**src/rtl/fetch_sequencer_pkg.sv**
```systemverilog
// fetch_sequencer_pkg: shared constants and state encoding for the fetch sequencer.
package fetch_sequencer_pkg;
    localparam logic [31:0] RESET_VECTOR_DEF = 32'h0000_1000;
    localparam logic [3:0]  JUMP_HI          = 4'b0000;
    typedef enum logic [1:0] {
        BOOT  = 2'd0,
        REQ   = 2'd1,
        HOLD  = 2'd2,
        DRAIN = 2'd3
    } state_t;
endpackage

```
**src/rtl/fetch_sequencer_if.sv**
```systemverilog
// fetch_sequencer_if: instruction-memory, decode and execute signals around the fetch sequencer.
interface fetch_sequencer_if;
    logic        imem_req;
    logic [31:0] imem_addr;
    logic        imem_ack;
    logic [31:0] imem_rdata;
    logic        if_valid;
    logic [31:0] if_pc;
    logic [31:0] if_instr;
    logic        id_ready;
    logic        ex_valid;
    logic [31:0] ex_instr;
    logic [31:0] ex_pc;
    logic        zero;
    logic        branch_sel;
    logic        jump_sel;
    logic        flush;
    modport master (
        output imem_req, imem_addr, if_valid, if_pc, if_instr, flush,
        input  imem_ack, imem_rdata, id_ready, ex_valid, ex_instr, ex_pc, zero, branch_sel, jump_sel
    );
    modport slave (
        input  imem_req, imem_addr, if_valid, if_pc, if_instr, flush,
        output imem_ack, imem_rdata, id_ready, ex_valid, ex_instr, ex_pc, zero, branch_sel, jump_sel
    );
endinterface

```
**src/rtl/fetch_sequencer_pc_target_calc.sv**
```systemverilog
// pc_target_calc: jump/branch targets from the execute stage and the redirect decision.
module pc_target_calc
    import fetch_sequencer_pkg::*;
(
    input  logic        ex_valid_i,
    input  logic [31:0] ex_instr_i,
    input  logic [31:0] ex_pc_i,
    input  logic        zero_i,
    input  logic        branch_sel_i,
    input  logic        jump_sel_i,
    output logic        redirect_o,
    output logic [31:0] target_o
);
    logic [31:0] jump_tgt;
    logic [31:0] branch_tgt;
    logic        unused_opcode;
    assign jump_tgt      = {JUMP_HI, ex_instr_i[25:0], 2'b00};
    assign branch_tgt    = ex_pc_i + 32'd4 + {{14{ex_instr_i[15]}}, ex_instr_i[15:0], 2'b00};
    assign redirect_o    = ex_valid_i & (jump_sel_i | (branch_sel_i & zero_i));
    assign target_o      = jump_sel_i ? jump_tgt : branch_tgt;
    assign unused_opcode = ^ex_instr_i[31:26];
endmodule

```
**src/rtl/fetch_sequencer.sv**
```systemverilog
// fetch_sequencer: single-outstanding instruction fetch with a one-entry decode buffer
// and branch/jump redirect handling.
module fetch_sequencer
    import fetch_sequencer_pkg::*;
#(
    parameter logic [31:0] RESET_VECTOR = RESET_VECTOR_DEF
) (
    input  logic              clk,
    input  logic              rst,
    fetch_sequencer_if.master bus_io
);
    state_t      state_q;
    logic [31:0] pc_q;
    logic [31:2] addr_q;
    logic [31:0] if_pc_q;
    logic [31:0] if_instr_q;
    logic        flush_q;
    logic        redirect;
    logic [31:0] target;
    pc_target_calc u_calc (
        .ex_valid_i  (bus_io.ex_valid),
        .ex_instr_i  (bus_io.ex_instr),
        .ex_pc_i     (bus_io.ex_pc),
        .zero_i      (bus_io.zero),
        .branch_sel_i(bus_io.branch_sel),
        .jump_sel_i  (bus_io.jump_sel),
        .redirect_o  (redirect),
        .target_o    (target)
    );
    // DRAIN keeps presenting the abandoned address until memory answers it
    assign bus_io.imem_req  = (state_q == REQ) || (state_q == DRAIN);
    assign bus_io.imem_addr = {(state_q == DRAIN) ? addr_q : pc_q[31:2], 2'b00};
    assign bus_io.if_valid  = state_q == HOLD;
    assign bus_io.if_pc     = if_pc_q;
    assign bus_io.if_instr  = if_instr_q;
    assign bus_io.flush     = flush_q;
    always_ff @(posedge clk or posedge rst) begin
        if (rst) begin
            state_q    <= BOOT;
            pc_q       <= RESET_VECTOR;
            addr_q     <= '0;
            if_pc_q    <= '0;
            if_instr_q <= '0;
            flush_q    <= 1'b0;
        end else begin
            flush_q <= redirect;
            case (state_q)
                BOOT: begin
                    state_q <= REQ;
                    if (redirect) pc_q <= target;
                end
                REQ: begin
                    if (redirect) begin
                        pc_q    <= target;
                        addr_q  <= pc_q[31:2];
                        state_q <= bus_io.imem_ack ? REQ : DRAIN;
                    end else if (bus_io.imem_ack) begin
                        if_instr_q <= bus_io.imem_rdata;
                        if_pc_q    <= pc_q;
                        pc_q       <= pc_q + 32'd4;
                        state_q    <= HOLD;
                    end
                end
                HOLD: begin
                    if (redirect) pc_q <= target;
                    if (redirect || bus_io.id_ready) state_q <= REQ;
                end
                default: begin
                    if (redirect) pc_q <= target;
                    if (bus_io.imem_ack) state_q <= REQ;
                end
            endcase
        end
    end
endmodule

```
**src/flat_wrapper.sv**
```systemverilog
// flat-port wrapper written by rule: the top's interface ports become plain ports
module fetch_sequencer_flat import fetch_sequencer_pkg::*;
#(
    parameter logic [31:0] RESET_VECTOR = RESET_VECTOR_DEF
)
  (clk, rst, bus_io_imem_req, bus_io_imem_addr, bus_io_if_valid, bus_io_if_pc, bus_io_if_instr, bus_io_flush, bus_io_imem_ack, bus_io_imem_rdata, bus_io_id_ready, bus_io_ex_valid, bus_io_ex_instr, bus_io_ex_pc, bus_io_zero, bus_io_branch_sel, bus_io_jump_sel);
  fetch_sequencer_if bus_io_i ();
  input  logic clk;
  input  logic rst;
  output wire logic [$bits(bus_io_i.imem_req)-1:0] bus_io_imem_req;
  output wire logic [$bits(bus_io_i.imem_addr)-1:0] bus_io_imem_addr;
  output wire logic [$bits(bus_io_i.if_valid)-1:0] bus_io_if_valid;
  output wire logic [$bits(bus_io_i.if_pc)-1:0] bus_io_if_pc;
  output wire logic [$bits(bus_io_i.if_instr)-1:0] bus_io_if_instr;
  output wire logic [$bits(bus_io_i.flush)-1:0] bus_io_flush;
  input wire logic [$bits(bus_io_i.imem_ack)-1:0] bus_io_imem_ack;
  input wire logic [$bits(bus_io_i.imem_rdata)-1:0] bus_io_imem_rdata;
  input wire logic [$bits(bus_io_i.id_ready)-1:0] bus_io_id_ready;
  input wire logic [$bits(bus_io_i.ex_valid)-1:0] bus_io_ex_valid;
  input wire logic [$bits(bus_io_i.ex_instr)-1:0] bus_io_ex_instr;
  input wire logic [$bits(bus_io_i.ex_pc)-1:0] bus_io_ex_pc;
  input wire logic [$bits(bus_io_i.zero)-1:0] bus_io_zero;
  input wire logic [$bits(bus_io_i.branch_sel)-1:0] bus_io_branch_sel;
  input wire logic [$bits(bus_io_i.jump_sel)-1:0] bus_io_jump_sel;
  assign bus_io_imem_req = bus_io_i.imem_req;
  assign bus_io_imem_addr = bus_io_i.imem_addr;
  assign bus_io_if_valid = bus_io_i.if_valid;
  assign bus_io_if_pc = bus_io_i.if_pc;
  assign bus_io_if_instr = bus_io_i.if_instr;
  assign bus_io_flush = bus_io_i.flush;
  assign bus_io_i.imem_ack = bus_io_imem_ack;
  assign bus_io_i.imem_rdata = bus_io_imem_rdata;
  assign bus_io_i.id_ready = bus_io_id_ready;
  assign bus_io_i.ex_valid = bus_io_ex_valid;
  assign bus_io_i.ex_instr = bus_io_ex_instr;
  assign bus_io_i.ex_pc = bus_io_ex_pc;
  assign bus_io_i.zero = bus_io_zero;
  assign bus_io_i.branch_sel = bus_io_branch_sel;
  assign bus_io_i.jump_sel = bus_io_jump_sel;
  fetch_sequencer #(.RESET_VECTOR(RESET_VECTOR)) u_core (.clk(clk), .rst(rst), .bus_io(bus_io_i));
endmodule
```
**config.mk**
```make
export PLATFORM = sky130hd
export DESIGN_NAME = fetch_sequencer_flat
export DESIGN_NICKNAME = d
export VERILOG_FILES = /design/src/rtl/fetch_sequencer_pkg.sv /design/src/rtl/fetch_sequencer_if.sv /design/src/rtl/fetch_sequencer_pc_target_calc.sv /design/src/rtl/fetch_sequencer.sv /design/src/flat_wrapper.sv
export SDC_FILE = /design/constraint.sdc
export NUM_CORES = 1
export LEC_CHECK = 0
export CAP_MARGIN = 20
export CORE_ASPECT_RATIO = 0.8
export CORE_MARGIN = 4
export CORE_UTILIZATION = 41
export DETAILED_ROUTE_END_ITERATION = 10
export PLACE_DENSITY_LB_ADDON = 0.3
export SETUP_SLACK_MARGIN = 0.05
export SLEW_MARGIN = 40
export SYNTH_ARGS = -nofsm -noshare
export SYNTH_HDL_FRONTEND = slang
export SYNTH_SLANG_ARGS = --single-unit
```
**constraint.sdc**
```tcl
create_clock -name clk -period 5 [get_ports clk]
set_input_delay 0.75 -clock clk [delete_from_list [all_inputs] [get_ports clk]]
set_output_delay 0.75 -clock clk [all_outputs]
set_load 0.05 [all_outputs]
```
# Word-level counts from Yosys, hierarchy flattened
# Index checks and enable logic that the tools add are counted.
# word_totals
register_bits	129
input_bits	104
out_inout_bits	99
elab_cells	40
# classes
add_sub_neg	3
n_eq_ne	5
mux	12
n_bitwise	4
reduce_logical	10
# op_table
op	n
32-bit two-way mux	5
32-bit by 3-bit adder with 32-bit output, second input constant	2
32-bit adder	1
30-bit two-way mux	1
2-bit two-way mux	5
2-bit one-hot mux with 3 select lines	1
3-bit AND reduction	2
2-bit equality test, second input constant	2
2-bit AND reduction	2
2-bit nonzero test	2
4-bit nonzero test	1
3-bit by 2-bit inequality test with 1-bit output, second input constant	1
1-bit AND	2
2-bit by 1-bit equality test with 1-bit output, second input constant	1
2-bit logical NOT	1
1-bit logical OR	2
2-bit by 1-bit inequality test with 1-bit output, second input constant	1
1-bit NOT	1
1-bit bitwise OR	1

# Longest topological paths before layout
# Gate-level depths: netlist (run 1).
# logic_depth
word_depth	6
mapped_depth	13
mapped_depth_nobuf	13

# Hierarchy
# Synthesis (run 1) repeated with hierarchy kept, for this count alone.
# hier_totals
hier_cells	781
hier_area_um2	8080.2
# by_module_without_submodules
mod	n_inst	cells_per_inst	area_per_inst_um2	seq_area_each_um2
fetch_sequencer	1	473	5880.6	3229.3
pc_target_calc	1	308	2199.6	0.0

# Least setup slack after synthesis (run 1)
# OpenSTA, ideal clock, no wires.
# synth_path
path_kind	input port to flip-flop
from	in bus_io_ex_pc[3]
to	reg u_core.pc_q[25]
setup_ps	121
arrival_time_ps	3059
required_time_ps	4879
path_slack_ps	1820
stages	11
path_buffers	0
path_cell_list	ha_1 -> ha_1 -> fa_1 -> a21o_1 -> a221oi_2 -> o21ai_2 -> a21oi_4 -> o31ai_4 -> a31oi_1 -> xnor2_1 -> a22o_1
# synth_via
elab_chain_cells	5
word_cells_on_any_way	6
classes_between	add/sub (2); mux (4)
# synth_lines
item	line	rtl
from (decl)	flat_wrapper.sv:21	input wire logic [$bits(bus_io_i.ex_pc)-1:0] bus_io_ex_pc;
32-bit by 3-bit adder with 32-bit output *	fetch_sequencer_pc_target_calc.sv:18	assign branch_tgt = ex_pc_i + 32'd4 + {{14{ex_instr_i[15]}}, ex_instr_i[15:0], 2'b00};
32-bit adder *	fetch_sequencer_pc_target_calc.sv:18	
32-bit two-way mux *	fetch_sequencer_pc_target_calc.sv:20	assign target_o = jump_sel_i ? jump_tgt : branch_tgt;
32-bit two-way mux, on equally long branches	n/a	
32-bit two-way mux *	n/a	
to (signal assigned)	fetch_sequencer.sv:50	if (redirect) pc_q <= target;
to (signal assigned)	fetch_sequencer.sv:65	if (redirect) pc_q <= target;
to (signal assigned)	fetch_sequencer.sv:69	if (redirect) pc_q <= target;
to (decl)	fetch_sequencer.sv:13	logic [31:0] pc_q;
# Mark *: on every way between the ends. The rest lies on a longest branch, timed or not. The select of a mux whose other input is x is not followed.
# A chain may end at the register's enable or synchronous reset.

# Worst setup path after layout (run 1)
# layout_path
from	in bus_io_ex_instr[15]
to	reg u_core.pc_q[23]
# layout_via
elab_chain_cells	4
word_cells_on_any_way	5
classes_between	add/sub (1); mux (4)
# layout_lines
item	line	rtl
from (decl)	flat_wrapper.sv:20	input wire logic [$bits(bus_io_i.ex_instr)-1:0] bus_io_ex_instr;
32-bit adder *	fetch_sequencer_pc_target_calc.sv:18	
32-bit two-way mux *	fetch_sequencer_pc_target_calc.sv:20	
32-bit two-way mux, on equally long branches	n/a	
32-bit two-way mux *	n/a	
# Marked as above.

==> results of run 1 <==
==> kinds of logic after synthesis <==
group / share of synthesized area, %
simple gates: 11.5
compound gates: 14.9
flops: 40.3
mux: 15.8
fa+ha+maj: 9.94
buf+inv: 2.92
xor+xnor: 4.49
other cells: 0.0468
==> sequential cells by signal, summed over array words and instances (netlist names) <==
| signal | flops |
|---|---|
| u_core.state_q | 2 |
| u_core.bus_io.if_pc | 32 |
| u_core.bus_io.if_instr | 32 |
| u_core.bus_io.flush | 1 |
| u_core.pc_q | 32 |
| u_core.addr_q | 30 |
==> stage by stage <==
step / cells / cell area (µm²)
after floorplan: 790 / 8010
after global placement: 1211 / 10200
after detailed placement: 1211 / 10200
after CTS: 1240 / 10800
after global routing: 1240 / 10800
final: 1240 / 10800
==> metal layers <==
layer / GRT usage, % / up-vias / routed length, µm
li1: - / 3232 / -
met1: 28.5 / 3062 / 10100
met2: 27.3 / 285 / 8480
met3: 4.02 / 29 / 1730
met4: 5.54 / 0 / 364
met5: 0 / - / 0
==> worst max-delay path by stage <==
stage	start	to	slack [ns]	cells after the start
after global routing	bus_io_ex_instr[15]	u_core.pc_q[23]$_DFFE_PP0P_	1.23	11
after CTS	bus_io_ex_instr[15]	u_core.pc_q[23]$_DFFE_PP0P_	1.39	11
after detailed placement	bus_io_ex_instr[15]	u_core.pc_q[23]$_DFFE_PP0P_	0.98	11
after global placement	bus_io_ex_instr[15]	u_core.pc_q[23]$_DFFE_PP0P_	0.99	11
final	bus_io_ex_instr[15]	u_core.pc_q[23]$_DFFE_PP0P_	1.42	11
after floorplan	rst	u_core.addr_q[10]$_DFFE_PP0P_	0.81	1
==> tightest hold or removal path, stage by stage, from the launching register on <==
cell and delay [ns]:
dfrtp_1 0.33, nand2_1 0.05, o21ai_0 0.06
==> power groups by stage <==
stage | Combinational, W | Clock (W) | Sequential [W]
6_report | 0.00389 | 0.00119 | 0.00185
5_1_grt | 0.00413 | 0.00127 | 0.00192
4_1_cts | 0.00392 | 0.00121 | 0.00185
3_5_place_dp | 0.00390 | 0 | 0.00187
3_3_place_gp | 0.00387 | 0 | 0.00184
2_1_floorplan | 0.00183 | 0 | 0.00267
==> final cells by class <==
type	instances	area share, %
inverter	20	0.766
tap	258	2.99
clock inverter	4	0.453
multi-input combinational	601	42.3
clock buffer	25	4.87
sequential	129	30.0
timing repair buffer	203	18.6
==> synth_stat cells (4+ instances only) <==
library cell and n:
and3_1 7, o22ai_1 5, xor2_1 17, and2_1 5, nor4_1 4, inv_1 20, nand3_1 23, or3_1 7
a21boi_0 5, o21a_1 6, ha_1 62, a21oi_1 61, nand4_1 11, a31oi_1 4, o211ai_1 6, dfrtp_1 128
mux2i_1 7, a211oi_1 6, o21ai_0 56, a22o_1 4, mux2_2 106, nor2_1 42, nand2_1 67, buf_1 4
xnor2_1 24, nor3_1 9, a21o_1 10, clkbuf_1 33
==> metrics.txt, run 1 <==
status complete, no violations; Synth area leaders dfrtp_1 40%, mux2_2 15%, ha_1 9.7%, a21oi_1 3.8%, o21ai_0 3.5%; Pwr Total between 0.006 and 0.007 W; pre-CTS setup slack roughly 0.98 ns; Crit path largest cell delay a little under 0.9 ns; Max Cap Viol 0; via/cell ratio around 5.3; Ys Warns 0; RSZ-0062 raised after global routing no; Hold Violations, Final 0; Layout fillers between 1500 and 2000; core area ~19000 µm²; Crit Path Category primary input to flop; worst min path class flop to flop; die area between 20000 and 25000 µm²; crit share post-route a little under three quarters; Leak 4.49 nW; logic gate share of total power around 56%; CTS sink count 129; Initial DRC Count 480; Mean Syn Cell Area between 10 and 15 µm²; share of power burned in registers a little over a quarter; internal power about 0.0038 W; CP required 5.32 ns; post-synthesis register bit count 129; min-delay src u_core.pc_q[0]$_DFFE_PP0P_; initial antenna violation count 0; worst-path fanout max 16; clk_skew 0.00756 ns; grt ovf 0; relative slew slack a little over half; critical path, cell by cell clkdlybuf4s50_1, ha_1, ha_1, nand4_1, nor2_1, or3_1, a21oi_1, o21ai_2, xnor2_1, o21ai_0, a21boi_0; area occupied by multi-input gates about 4600 µm²; worst skew pair latency 0.41 ns; hold_buf cts 0; Worst-Margin Slew slightly below 0.7 ns; Switch Pwr around 0.0032 W; Layout Nets 1139; RR Endpoint u_core.bus_io.if_pc[27]$_DFFE_PP0P_; post-synth top area share around two fifths; DR vias around 6600; register area share after synthesis approximately two fifths; post_cts resized 0; Reg2Reg Setup Slack approximately 2.6 ns; FF/Latch Area ~3200 µm²; final-report setup violation count 0; Hold Path Depth 2; clk buf depth 2; Post-synth EDFFs 0; Inserted Clock Buffers 17; critical path endpoint category flop; via count of the first global-routing pass 6299; Routed Antenna Nets 0; Tmin final around 3.6 ns; Post-CTS Setup Inserts 0; Main synth FF type dfrtp_1; post-layout util around 56%; Buf/Inv on CP 1; commonest cells after routing, fill and taps aside 194 x clkdlybuf4s50_1, 128 x dfrtp_1, 106 x mux2_2; cells after synthesis a little under 800; fmax 279 MHz; Clock transition at path regs ~0.050 ns; Overall Global Routing Usage a little under a fifth; layout cells sized above 1 about 17%; clk root buf clkbuf_16; final worst setup slack roughly 1.4 ns; worst vdd ir just under 0.4 mV; pwr dens ~640 nW/µm²; # port buffers slightly below 200; router iterations before antenna repair 5; asr flop ratio synth 100%; CP delay by family, top buffers and inverters; chip height between 100 and 150 µm; clock share of power 17.2%; pin count of the biggest net entering global routing around 100; post-synth top area cell dfrtp_1; DRC 0; synth unique cells 65; Placer Congestion roughly 0.9; DP HPWL ~16 mm; startpoint types primary input; commonest non-fill, non-tap cell in the layout clkdlybuf4s50_1; global-route wire length before repair around 33 mm; r2r startpoint u_core.state_q[1]$_DFFE_PP0P_; end point of the worst hold path u_core.pc_q[0]$_DFFE_PP0P_; most frequent CP cell ha_1; Sw Share between 40% and 50%; Cell Area, Synth 8010 µm²; # diodes 0; DRT Wirelength between 20 and 25 mm; Final Max Tran Viols 0; row cnt 45; H-tree levels 4; worst hold slack around 0.48 ns; R2R depth 6; I/O pin count just over 200; starting density of the core around two fifths; Die X-Extent between 150 and 200 µm; slowest stage cell, crit path clkdlybuf4s50_1; arrival time worst endpoint a little under 4 ns; Setup TNS 0 ns; CTS tree yes; Layout area overhead 34.7%; wire per inst between 15 and 20 µm
No activity file was read; power rests on OpenSTA's default activity.
==> inputs of run 2 (changes only) <==
Clock period 5 ns to 3.7 ns, I/O delays scaled along.
==> run 2 against run 1 <==
Against the previous run:
- first-iteration DRC count is 8.5% lower
- via count increased by 0.95%
- sequential share of layout area shrank 0.73 points
- clock skew about the same
- wire length is 4.5% higher
- utilization rose by 1.4 points
- sequential cell count did not move
- critical endpoint is now u_core.pc_q[31]$_DFFE_PP0P_
- largest power group unchanged
==> metrics.txt, run 2 (synthesized netlist as in run 1, its figures left out) <==
status complete, no violations; worst skew pair latency between 0.4 and 0.5 ns; # diodes 0; layout cells sized above 1 between 15 and 20%; worst-path fanout max 5; Hold Violations, Final 0; Inserted Clock Buffers 17; router iterations before antenna repair 5; Crit Path Category primary input to flop; I/O pin count around 200; DR vias 6671; Placer Congestion 0.892; hold_buf cts 0; H-tree levels 4; initial antenna violation count 0; chip height about 130 µm; CTS tree yes; post-route cell area ~11000 µm²; pin count of the biggest net entering global routing between 50 and 60; DRT Wirelength 21.7 mm; commonest cells after routing, fill and taps aside 192 x clkdlybuf4s50_1, 128 x dfrtp_1, 106 x mux2_2; fmax roughly 300 MHz; Max Cap Viol 0; DP HPWL ~17 mm; Layout fillers 1622; global-route wire length before repair 34.5 mm; Routed Antenna Nets 0; clock share of power roughly 18%; arrival time worst endpoint ~3.5 ns; via/cell ratio around 5.3; commonest non-fill, non-tap cell in the layout clkdlybuf4s50_1; Post-CTS Setup Inserts 0; crit share post-route 87.7%; clk buf depth 2; RSZ-0062 raised after global routing no; grt ovf 0; starting density of the core between 40% and 50%; # port buffers 194; Switch Pwr around 0.0044 W; worst vdd ir ~0.57 mV; startpoint types primary input; Post-DP Area 10400 µm²; Reg2Reg Setup Slack roughly 1.2 ns; clk root buf clkbuf_16; Leak 4.63 nW; post_cts resized 0; Sw Share 45.7%; Initial DRC Count 439; Overall Global Routing Usage between 15 and 20%; Setup TNS 0 ns; Layout area overhead 38.0%; Worst-Margin Slew approximately 0.56 ns; relative slew slack ~63%; Layout Nets roughly 1200; Die X-Extent around 160 µm; pwr dens 867 nW/µm²; internal power between 0.005 and 0.006 W; row cnt 45; clk_skew about 0.007 ns; critical path endpoint category flop; final-report setup violation count 0; wire per inst roughly 17 µm; die area between 20000 and 25000 µm²; worst min path class primary input to async pin; via count of the first global-routing pass 6488; logic gate share of total power between 50% and 60%; share of power burned in registers between 20% and 30%; Final Max Tran Viols 0; core area 19100 µm²; CTS sink count 129; CP required 3.99 ns; DRC 0; Clock transition at path regs approximately 0.06 ns; Tmin final roughly 3.2 ns
-- run 2: cell types whose count changed in the layout (fill, tap and decap cells not counted), moves of 2 or more --
cell | previous run | this run
buf_12 | 0 | 2
clkinvlp_4 | 0 | 6
clkdlybuf4s50_1 | 194 | 192
buf_16 | 0 | 2
buf_4 | 9 | 30
clkbuf_8 | 7 | 3
bufinv_16 | 1 | 3
-- run 2: final cells by class --
| type | instances | area (µm²) | share of cell area [%] |
|---|---|---|---|
| clock buffers | 20 | 467 | 4.22 |
| multi-input cells | 601 | 4550 | 41.2 |
| clock inverters | 12 | 155 | 1.40 |
| inverters | 20 | 78.8 | 0.713 |
| well taps | 258 | 323 | 2.92 |
| repair buffers | 226 | 2240 | 20.3 |
| flip-flops and latches | 129 | 3230 | 29.2 |
-- run 2: path summary, 6_finish.rpt --
kind / startpoint / to / depth (start not counted)
min in group clk: u_core.pc_q[0]$_DFFE_PP0P_ / u_core.pc_q[0]$_DFFE_PP0P_ / 2
worst min-delay path: rst / u_core.bus_io.if_pc[16]$_DFFE_PP0P_ / 2
worst max register to register: u_core.state_q[1]$_DFFE_PP0P_ / u_core.bus_io.if_instr[16]$_DFFE_PP0P_ / 7
worst max-delay path: bus_io_ex_instr[1] / u_core.pc_q[31]$_DFFE_PP0P_ / 12
worst min register to register: u_core.pc_q[0]$_DFFE_PP0P_ / u_core.pc_q[0]$_DFFE_PP0P_ / 2
max in group asynchronous: rst / u_core.addr_q[6]$_DFFE_PP0P_ / 3
-- run 2: layer usage --
metal  up-vias  GRT usage [%]  share of wire, %
met1      3124           29.2                49
li1       3285              -                 -
met2       241           29.0                42
met4         0           5.22               1.2
met5         -              0                 0
met3        21           4.83               8.1
-- run 2: power groups by stage --
stage / registers [W] / clock network (W) / logic [W]
after floorplan: 0.00361 / 0 / 0.00247
after global routing: 0.00259 / 0.00184 / 0.00564
final: 0.00252 / 0.00174 / 0.00533
after global placement: 0.00249 / 0 / 0.00529
after detailed placement: 0.00253 / 0 / 0.00535
after CTS: 0.00251 / 0.00177 / 0.00537
-- run 2: worst max-delay path: stages --
cell             delay (ns)
clkdlybuf4s50_1        0.48
ha_1                   0.24
ha_1                   0.24
fa_1                   0.40
a21o_1                 0.22
a221oi_2               0.35
o21ai_2                0.13
a21oi_4                0.28
o21ai_2                0.15
a211oi_2               0.23
xnor2_1                0.17
o22ai_1                0.09
-- run 2: through the flow --
stage	hold WS (ns)	utilization, %	power (W)	cells	worst slack, ns
after global routing	0.450	57.9	0.0101	1266	0.278
after CTS	0.448	57.9	0.00965	1266	0.474
after global placement	0.459	54.3	0.00778	1232	0.0809
after floorplan	0.446	-	0.00607	790	0.715
final	0.463	57.9	0.00958	1266	0.456
after detailed placement	0.466	54.6	0.00788	1234	0.0397
==> RTL edit (settings of run 1) <==
The 4 states of `state_t` get a Gray code encoding in 2 bits.
--- a/src/rtl/fetch_sequencer_pkg.sv
+++ b/src/rtl/fetch_sequencer_pkg.sv
@@ -4,8 +4,8 @@
     localparam logic [3:0]  JUMP_HI          = 4'b0000;
     typedef enum logic [1:0] {
-        BOOT  = 2'd0,
-        REQ   = 2'd1,
-        HOLD  = 2'd2,
-        DRAIN = 2'd3
+        BOOT  = 2'b00,
+        REQ   = 2'b01,
+        HOLD  = 2'b11,
+        DRAIN = 2'b10
     } state_t;
 endpackage
Check against the original RTL: no difference found for any inputs over 4 cycles, from zero or initial values and one cycle with rst high; so few cycles prove little.
==> RTL edit against run 1 <==
Wire length up 4.3%. Non-clock buffer count down 1. Core utilization down 0.30 points. Via count up 0.14%. Highest routed layer is now met5. Synthesized area up 0.53%. First-iteration DRC count down 34%. Clock skew up 0.0051 ns. Cell area down 0.23%. Total power down 8.4%. Critical endpoint is now bus_io_imem_addr[17]. Sequential cell count unchanged. Register-to-register slack worse by 0.24 ns. Synthesized cell count down 3.9%. Setup slack worse by 0.20 ns.
==> RTL edit: results (changes against run 1) <==
[outcome]
outcome=completed

[setup_path]
cp_slowest_stage_delay_ns=0.71  ; -0.16 ns
path_max_fanout=17  ; +1
worstPathArrival_ns=3.02  ; -0.88 ns
r2r_cells=8  ; +2

[cells_and_area]
nMultiInputCombCells=578  ; -3.8%
n_fill_cell=1686  ; +3.1%
multi_input_area_mm2=0.00460  ; +0.82%
drive_gt1_frac=0.186  ; +0.0169
buf_share=0.187  ; +0.000898
clkCellAreaFrac=0.0491  ; -0.00418
n_all_inverters=13  ; -35%
sh_seq_area=0.300  ; +0.000696
num-nonclk-buffers=202  ; -0.49%
clkbuf_count=20  ; -20%
final_nets=1108  ; -2.7%

[synth]
yosys-top-cells-area=dfrtp_1 40%, mux2_2 17%, ha_1 9.6%
synthAdderAreaFrac=0.0989  ; -0.000525
muxShareOfSynthArea=0.174  ; +0.0161
synth_cell_types=65  ; unchanged
syn_area_per_cell_um2=10.6  ; +4.6%
synthXorXnorAreaFrac=0.0501  ; +0.00520
synth_commonest_cells=128 x dfrtp_1, 119 x mux2_2, 62 x ha_1
yosysSeqAreaShare=0.401  ; -0.00213

[sta]
skew_ns=0.0127  ; +0.00514 ns

[power_and_ir_drop]
p_leak_nw=4.49  ; about the same
swShare=0.449  ; -0.00884
power_frac_seq=0.288  ; +0.021
clkPwrFrac=0.177  ; +0.005

[place]
dp_slack_ns=0.865  ; -0.111 ns
dp_cells=1180  ; -2.6%
hpwl_mm=16.0  ; +2.8%

[global_route]
grt_pass1_vias=6529  ; +3.7%
antenna_found_initial=1  ; +1
grt_max_degree=107  ; +5.9%
grt_usage=0.195  ; +0.00557
grt_pass1_wl_mm=34.6  ; +4.4%

[routing]
vias=6617  ; +0.14%
dr_wl_met2_mm=9.66  ; +14%
viasPerCell=5.47  ; +2.6%
wire_per_inst_um=17.9  ; +6.9%
drt_iter0_markers=319  ; -34%
wl_met1_mm=10.0  ; -0.99%
topRoutingLayerUsed=met5
wl_met3_mm=1.77  ; +2.4%

## RTL edit: cell types whose count changed after synthesis, moves of 9 or more
cell      change
clkbuf_1     -17
a21oi_1      -14
o21ai_0      -26
a211oi_1      +9
nand2_1      -13
buf_2        +11
mux2_2       +13
## RTL edit: routing by layer
metal | up-vias | GRT usage
met5 | - | 0
met4 | 2 | 0.0356
met3 | 12 | 0.0566
met2 | 216 | 0.297
met1 | 3228 | 0.280
li1 | 3159 | -
## RTL edit: stage by stage
| step | power [mW] | cell area, µm² |
|---|---|---|
| 2_1_floorplan | 4.13 | 8050 |
| 3_3_place_gp | 5.21 | 10200 |
| 3_5_place_dp | 5.25 | 10200 |
| 4_1_cts | 6.41 | 10700 |
| 5_1_grt | 6.69 | 10800 |
| 6_report | 6.35 | 10800 |
## RTL edit: kinds of logic after synthesis
family | Yosys count
other | 1
flip-flops | 129
buffers and inverters | 52
XOR/XNOR | 46
AO/OA/AOI/OAI | 164
AND/OR/NAND/NOR | 178
adder cells (fa/ha/maj) | 63
multiplexers | 125
## RTL edit: path summary, 6_finish.rpt
kind	startpoint	end	slack (ns)
max in group asynchronous	rst	u_core.addr_q[8]$_DFFE_PP0P_	3.45
min in group asynchronous	rst	u_core.bus_io.if_instr[21]$_DFFE_PP0P_	0.79
worst max register to register	u_core.state_q[1]$_DFFE_PP0P_	u_core.pc_q[28]$_DFFE_PP0P_	2.36
worst min register to register	u_core.pc_q[1]$_DFFE_PP0P_	u_core.pc_q[1]$_DFFE_PP0P_	0.47
worst max-delay path	u_core.state_q[0]$_DFFE_PP0P_	bus_io_imem_addr[17]	1.23
worst min-delay path	u_core.pc_q[1]$_DFFE_PP0P_	u_core.pc_q[1]$_DFFE_PP0P_	0.47
